**config.mk**
```make
export PLATFORM = sky130hd
export DESIGN_NAME = rom_arbiter
export DESIGN_NICKNAME = d
export VERILOG_FILES = /design/src/rtl/rom_arb_pkg.sv /design/src/rtl/rom_rr_picker.sv /design/src/rtl/rom_arbiter.sv
export SDC_FILE = /design/constraint.sdc
export NUM_CORES = 1
export LEC_CHECK = 0
export ABC_AREA = 1
export CAP_MARGIN = 20
export CELL_PAD_IN_SITES_DETAIL_PLACEMENT = 0
export CELL_PAD_IN_SITES_GLOBAL_PLACEMENT = 2
export CORE_AREA = 2 2 91 93
export CTS_BUF_LIST = sky130_fd_sc_hd__clkbuf_8
export CTS_CLUSTER_DIAMETER = 120
export DETAILED_ROUTE_END_ITERATION = 10
export DIE_AREA = 0 0 93 95
export PLACE_DENSITY_LB_ADDON = 0.1
export SYNTH_ARGS = -nofsm -noshare
export SYNTH_HDL_FRONTEND = slang
export SYNTH_HIERARCHICAL = 1
export SYNTH_SLANG_ARGS = --single-unit
```
**constraint.sdc**
```tcl
create_clock -name clock -period 2.89 [get_ports clock]
set_input_delay 0.578 -clock clock [delete_from_list [all_inputs] [get_ports clock]]
set_output_delay 0.578 -clock clock [all_outputs]
set_load 0.01 [all_outputs]
```
**src/rtl/rom_arb_pkg.sv**
```systemverilog
// ---------------------------------------------------------------------------
// rom_arb_pkg
// Shared types and elaboration helpers for the ROM read-port arbiter.
//   MAX_NREQ   : widest requester count the tag struct can carry.
//   rom_tag_t  : one stage of the return-tag pipeline {valid, one-hot id}.
//   params_ok  : parameter legality check used at elaboration time.
// ---------------------------------------------------------------------------
package rom_arb_pkg;

    localparam int MAX_NREQ = 16;

    // The id field is sized for MAX_NREQ; only the low NREQ bits are ever set.
    typedef struct packed {
        logic                valid;
        logic [MAX_NREQ-1:0] id;
    } rom_tag_t;

    function automatic bit params_ok(input int nreq, input int rd_lat, input int starve_max);
        return (nreq >= 2) && (nreq <= MAX_NREQ) && (rd_lat >= 1) && (starve_max >= 1);
    endfunction

endpackage

```
**src/rtl/rom_rr_picker.sv**
```systemverilog
// ---------------------------------------------------------------------------
// rom_rr_picker
// Combinational cyclic first-one finder over requesters 1..N-1.
// The scan starts at ptr and wraps from N-1 back to 1; requester 0 is never
// considered here (it is handled by the fixed-priority path in the top).
// Ports:
//   req  in  [N-1:1]  request bits of the round-robin requesters
//   ptr  in  PW       scan start index, legal range 1..N-1
//   pick out N        one-hot result (bit 0 always 0), all-zero if no request
//   idx  out PW       index of the picked requester, 0 if none
// ---------------------------------------------------------------------------
module rom_rr_picker
    import rom_arb_pkg::*;
#(
    parameter int N  = 3,
    parameter int PW = $clog2(N)
) (
    input  logic [N-1:1]  req,
    input  logic [PW-1:0] ptr,
    output logic [N-1:0]  pick,
    output logic [PW-1:0] idx
);

    always_comb begin
        int   cand;
        logic found;
        pick  = '0;
        idx   = '0;
        found = 1'b0;
        cand  = 0;
        for (int k = 0; k < N - 1; k++) begin
            cand = int'(ptr) + k;
            // Wrap past N-1 back to index 1 (index 0 is not part of the ring).
            if (cand >= N) begin
                cand = cand - (N - 1);
            end
            if (!found && req[cand]) begin
                found      = 1'b1;
                pick[cand] = 1'b1;
                idx        = PW'(cand);
            end
        end
    end

endmodule

```
**src/rtl/rom_arbiter.sv**
```systemverilog
// ---------------------------------------------------------------------------
// rom_arbiter
// Shares one synchronous ROM read port between NREQ requesters. Requester 0
// (video fetch) has fixed priority, limited by a starvation guard; requesters
// 1..NREQ-1 are served round-robin. Each issued read carries a one-hot tag
// through an RD_LAT-deep pipeline so the returning word is steered back to
// its issuer.
// Parameters: AW address width, DW data width, NREQ requesters (>=2),
//             RD_LAT ROM latency (>=1), STARVE_MAX consecutive requester-0
//             grants allowed while others wait (>=1).
// Ports:
//   clock        in   sole clock, rising edge
//   reset_n      in   asynchronous active-low reset
//   req          in   [NREQ]     per-requester level request
//   addr         in   [NREQ*AW]  requester i address at [i*AW +: AW]
//   gnt          out  [NREQ]     one-hot, read issued this cycle
//   rvalid       out  [NREQ]     one-hot, rdata belongs to that requester
//   rdata        out  [DW]       pass-through of rom_q
//   rom_ce       out             ROM clock enable
//   rom_address  out  [AW]       ROM address
//   rom_q        in   [DW]       ROM data
//
// Handshake: a requester raises req[i] with addr stable and holds both until
// it sees gnt[i]=1 in the same cycle; every gnt cycle is exactly one accepted
// read. Keeping req[i] high with a fresh address the next cycle streams reads
// back-to-back. There is no back-pressure on returns: rvalid[i] arrives
// exactly RD_LAT cycles after gnt[i] and must be captured in that cycle.
// ---------------------------------------------------------------------------
module rom_arbiter
    import rom_arb_pkg::*;
#(
    parameter int AW         = 16,
    parameter int DW         = 8,
    parameter int NREQ       = 3,
    parameter int RD_LAT     = 1,
    parameter int STARVE_MAX = 4
) (
    input  logic               clock,
    input  logic               reset_n,
    input  logic [NREQ-1:0]    req,
    input  logic [NREQ*AW-1:0] addr,
    output logic [NREQ-1:0]    gnt,
    output logic [NREQ-1:0]    rvalid,
    output logic [DW-1:0]      rdata,
    output logic               rom_ce,
    output logic [AW-1:0]      rom_address,
    input  logic [DW-1:0]      rom_q
);

    localparam int            PW         = $clog2(NREQ);
    localparam int            SW         = $clog2(STARVE_MAX + 1);
    localparam logic [SW-1:0] STARVE_LIM = SW'(STARVE_MAX);
    localparam logic [PW-1:0] LAST_IDX   = PW'(NREQ - 1);

    if (!params_ok(NREQ, RD_LAT, STARVE_MAX)) begin : g_param_err
        $error("rom_arbiter: illegal NREQ/RD_LAT/STARVE_MAX combination");
    end

    // Arbiter state
    logic [PW-1:0]   rr_ptr;
    logic [PW-1:0]   rr_nxt;
    logic [SW-1:0]   starve_cnt;
    logic [SW-1:0]   starve_nxt;

    // Decision signals
    logic            others;
    logic            grant0;
    logic            rr_gnt;
    logic [NREQ-1:0] rr_pick;
    logic [PW-1:0]   rr_idx;
    logic [NREQ-1:0] gnt_raw;

    // Return-tag pipeline
    rom_tag_t        tag_in;
    rom_tag_t        tag_q [RD_LAT];
    rom_tag_t        tag_out;

    assign others = |req[NREQ-1:1];

    rom_rr_picker #(
        .N  (NREQ),
        .PW (PW)
    ) u_picker (
        .req  (req[NREQ-1:1]),
        .ptr  (rr_ptr),
        .pick (rr_pick),
        .idx  (rr_idx)
    );

    // Requester 0 wins unless others are waiting and it has already had
    // STARVE_MAX grants in a row against them.
    always_comb begin
        gnt_raw = '0;
        grant0  = req[0] && (!others || (starve_cnt < STARVE_LIM));
        if (grant0) begin
            gnt_raw[0] = 1'b1;
        end else if (others) begin
            gnt_raw = rr_pick;
        end
    end

    // Outputs are held quiet for the whole time reset is asserted.
    assign gnt    = reset_n ? gnt_raw : '0;
    assign rom_ce = |gnt;
    assign rr_gnt = |gnt[NREQ-1:1];

    always_comb begin
        rom_address = '0;
        for (int i = 0; i < NREQ; i++) begin
            if (gnt[i]) begin
                rom_address = addr[i*AW +: AW];
            end
        end
    end

    always_comb begin
        starve_nxt = starve_cnt;
        if (!others) begin
            starve_nxt = '0;
        end else if (gnt[0]) begin
            if (starve_cnt < STARVE_LIM) begin
                starve_nxt = starve_cnt + 1'b1;
            end
        end else if (rr_gnt) begin
            starve_nxt = '0;
        end

        rr_nxt = rr_ptr;
        if (rr_gnt) begin
            rr_nxt = (rr_idx == LAST_IDX) ? PW'(1) : rr_idx + 1'b1;
        end
    end

    always_comb begin
        tag_in                = '0;
        tag_in.valid          = rom_ce;
        tag_in.id[NREQ-1:0]   = gnt;
    end

    always_ff @(posedge clock or negedge reset_n) begin
        if (!reset_n) begin
            rr_ptr     <= PW'(1);
            starve_cnt <= '0;
            for (int s = 0; s < RD_LAT; s++) begin
                tag_q[s] <= '0;
            end
        end else begin
            rr_ptr     <= rr_nxt;
            starve_cnt <= starve_nxt;
            tag_q[0]   <= tag_in;
            for (int s = 1; s < RD_LAT; s++) begin
                tag_q[s] <= tag_q[s-1];
            end
        end
    end

    assign tag_out = tag_q[RD_LAT-1];
    assign rvalid  = (reset_n && tag_out.valid) ? tag_out.id[NREQ-1:0] : '0;
    assign rdata   = rom_q;

    // Upper id bits exist only because the tag type is sized for MAX_NREQ.
    if (NREQ < MAX_NREQ) begin : g_pad
        logic unused_id_pad;
        assign unused_id_pad = |tag_out.id[MAX_NREQ-1:NREQ];
    end

endmodule

```
==> results.sh <==
export IMPL_maxCapViolCount=0
export IMPL_p_leak_nw=1.14
export IMPL_clk_pin_slew_worst_paths_ns=0.04
export IMPL_die_w_um=93
export IMPL_postLayoutCellArea_um2=2470
export IMPL_hold_slack_ns=0.522
export IMPL_ant_nets=0
export IMPL_num_vias=1571
export IMPL_regArea_um2=228
export IMPL_yosysTopAreaCell="dfrtp_1"
export IMPL_synth_top_area_share=0.186
export IMPL_first_pass_iters=4
export IMPL_period_needed_ns=3.13
export IMPL_syn_inst=175
export IMPL_die_h_um=95
export IMPL_status="complete, but fails checks"
export IMPL_num_fill_cells=897
export IMPL_tritoncts="done"
export IMPL_max_clock_freq_ghz=0.319
export IMPL_start_util=0.136
export IMPL_h_tree_depth=1
export IMPL_grt_max_degree=15
export IMPL_synth_area_um2=1070
export IMPL_synthTopCellsByArea="dfrtp_1 (19%), nand3_1 (18%), nand2_1 (13%)"
export IMPL_io_pins=92
export IMPL_multi_input_area_um2=818
export IMPL_cts_sinks=9
export IMPL_critPathLaunchType="register"
export IMPL_finalHoldViolCount=0
export IMPL_grt_usage=0.107
export IMPL_cts_buffer_depth=2
export IMPL_crit_path_cell_trace="inv_4 > ha_4 > inv_2 > nand2_2 > nand3_2 > buf_6 > nand2_2 > nor2_2 > nand2_1 > nand2_1 > inv_2 > nor3_2 > nand2_2 > nand2_4 > buf_6 > buf_6 > o21ai_2 > a21oi_2 > buf_2"
export IMPL_die_area_um2=8840
export IMPL_hp_class="register to register"
export IMPL_nets=361
export IMPL_drive_above_1_share=0.415
export IMPL_grt_ovfl_total=0
export IMPL_syn_to_final_growth_pct=130
export IMPL_endpoint_kind="output port"
export IMPL_hpwl_um=3730
export IMPL_dp_cells=375
export IMPL_vias_per_cell=3.94
export IMPL_avgSynthCellArea_um2=6.14
export IMPL_synth_seq_cells=9
export IMPL_mostFrequentLayoutCell="clkdlybuf4s50_1"
export IMPL_peakVddDrop_uv=136
export IMPL_slew_headroom=0.816
export IMPL_max_stage_delay_ns=0.56
export IMPL_failed_checks="negative setup slack"
export IMPL_crit_type="register to output port"
export IMPL_setup_viol=18
export IMPL_power_mw=1.53
export IMPL_first_iter_violations=26
export IMPL_power_density_nw_per_um2=621
export IMPL_drc=0
export IMPL_wire_per_inst_um=12.0
export IMPL_diodes=0
export IMPL_fin_skew_ns=0.00155
export IMPL_crit_path_max_fanout=4
export IMPL_timing_final_crit_share=1.08
export IMPL_drv_slew=0
export IMPL_setup_ws_ns=-0.244
export IMPL_ys_types=24
export IMPL_grt_antenna_before_repair=0
export IMPL_yosys_warnings=6
export IMPL_required_ns=2.31
export IMPL_syn_nets=241
export IMPL_rows=33
export IMPL_stdcell_count=399
export IMPL_final_cell_mix="clkdlybuf4s50_1 (55), buf_4 (39), nand2_1 (33)"
export IMPL_cts_root_buf="clkbuf_8"
export IMPL_tightest_slew_ns=0.275
export IMPL_rsz0062_at_grt="true"
export IMPL_port_buffers=75
export IMPL_grt_pass1_vias=1547
export IMPL_coreArea_um2=7930
export IMPL_gp_congestion=0.737
export IMPL_cts_buffers=3
export IMPL_critPathArrivalTime_ns=2.56
export IMPL_yosysSeqAreaShare=0.211
export IMPL_insertion_delay_ns=0.23
export IMPL_crit_slowest_cell="dfstp_2"
export IMPL_placed_cell_area_um2=2130
export IMPL_wirelength_um=4770
export IMPL_grt_pass1_wl_um=7570
-- cells in the mapped netlist --
cell type / number
dfrtp_1: 8
a21oi_2: 1
nand2_2: 4
nor3_2: 2
buf_6: 2
o21ai_0: 6
nor2_1: 17
inv_2: 6
nand2_4: 1
o21ai_2: 1
o21ai_1: 6
o21a_1: 1
buf_4: 8
inv_1: 14
nor2_2: 1
buf_2: 2
or2_1: 1
a21oi_1: 8
dfstp_2: 1
nand3_1: 39
ha_1: 5
nand3_2: 1
nand4_1: 2
nand2_1: 38
-- path summary, 6_finish.rpt --
path / slack (ns) / endpoint / start / depth (start not counted)
setup reg to reg: 0.39 / starve_cnt[0] / rr_ptr[0] / 20
hold reg to reg: 0.52 / starve_cnt[1] / starve_cnt[1] / 2
hold / removal: 0.52 / starve_cnt[1] / starve_cnt[1] / 2
max in group asynchronous: 1.95 / rr_ptr[0] / reset_n / 2
setup / recovery: -0.24 / rom_address[10] / rr_ptr[0] / 19
min in group asynchronous: 0.71 / starve_cnt[1] / reset_n / 2
-- what timing repair did --
action                     in CTS  in global routing
pin swaps                      10                 21
cloned                          0                  1
buffers inserted               15                  6
hold buffers                    0                  0
setup endpoints to repair      20                 20
resized for setup             111                 30
-- metal layers --
metal / vias up / share of wire / global-route usage
li1: 805 / - / -
met1: 711 / 0.42 / 0.130
met2: 49 / 0.52 / 0.191
met3: 6 / 0.049 / 0.0168
met4: 0 / 0.011 / 0.0380
met5: - / 0 / 0
-- per-stage QoR --
step,util,setup TNS (ns),worst slack [ns]
floorplan,-,0,0.0455
global placement,0.269,-12.14,-0.691
detailed placement,0.269,-11.17,-0.657
CTS,0.292,-4.52,-0.376
global route,0.311,-6.73,-0.421
finish,0.311,-3.38,-0.244
-- where the power goes --
group	total, mW	switching (mW)	internal [mW]
registers	0.204	0.0324	0.172
logic	1.19	0.555	0.633
clock network	0.140	0.0474	0.0923
total	1.53	0.635	0.897
-- registers in the layout, indices dropped and copies added, names as in the netlist --
| register | cells |
|---|---|
| rr_ptr | 2 |
| starve_cnt | 3 |
| tag_out | 4 |
-- cell families after synthesis --
group                    after synthesis  share of synthesized area
flip-flops                             9                      0.211
buffers and inverters                 32                      0.156
adder cells (fa/ha/maj)                5                     0.0582
AND/OR/NAND/NOR                      106                      0.459
AO/OA/AOI/OAI                         23                      0.116
-- final cells by class --
cell class | instances | share of cell area
inverters | 20 | 0.0375
flip-flops and latches | 9 | 0.0923
multi-input cells | 134 | 0.332
well taps | 105 | 0.0532
clock inverters | 1 | 0.00152
clock buffers | 3 | 0.0167
repair buffers | 127 | 0.467
-- worst max-delay path: cells and delay by family (launching register included) --
kind                     cells  cell delay [ns]
AND/OR/NAND/NOR              9             0.76
flip-flops                   1             0.56
adder cells (fa/ha/maj)      1             0.26
buffers and inverters        7             0.59
AO/OA/AOI/OAI                2             0.16
Power figures use the tool's default switching activity.
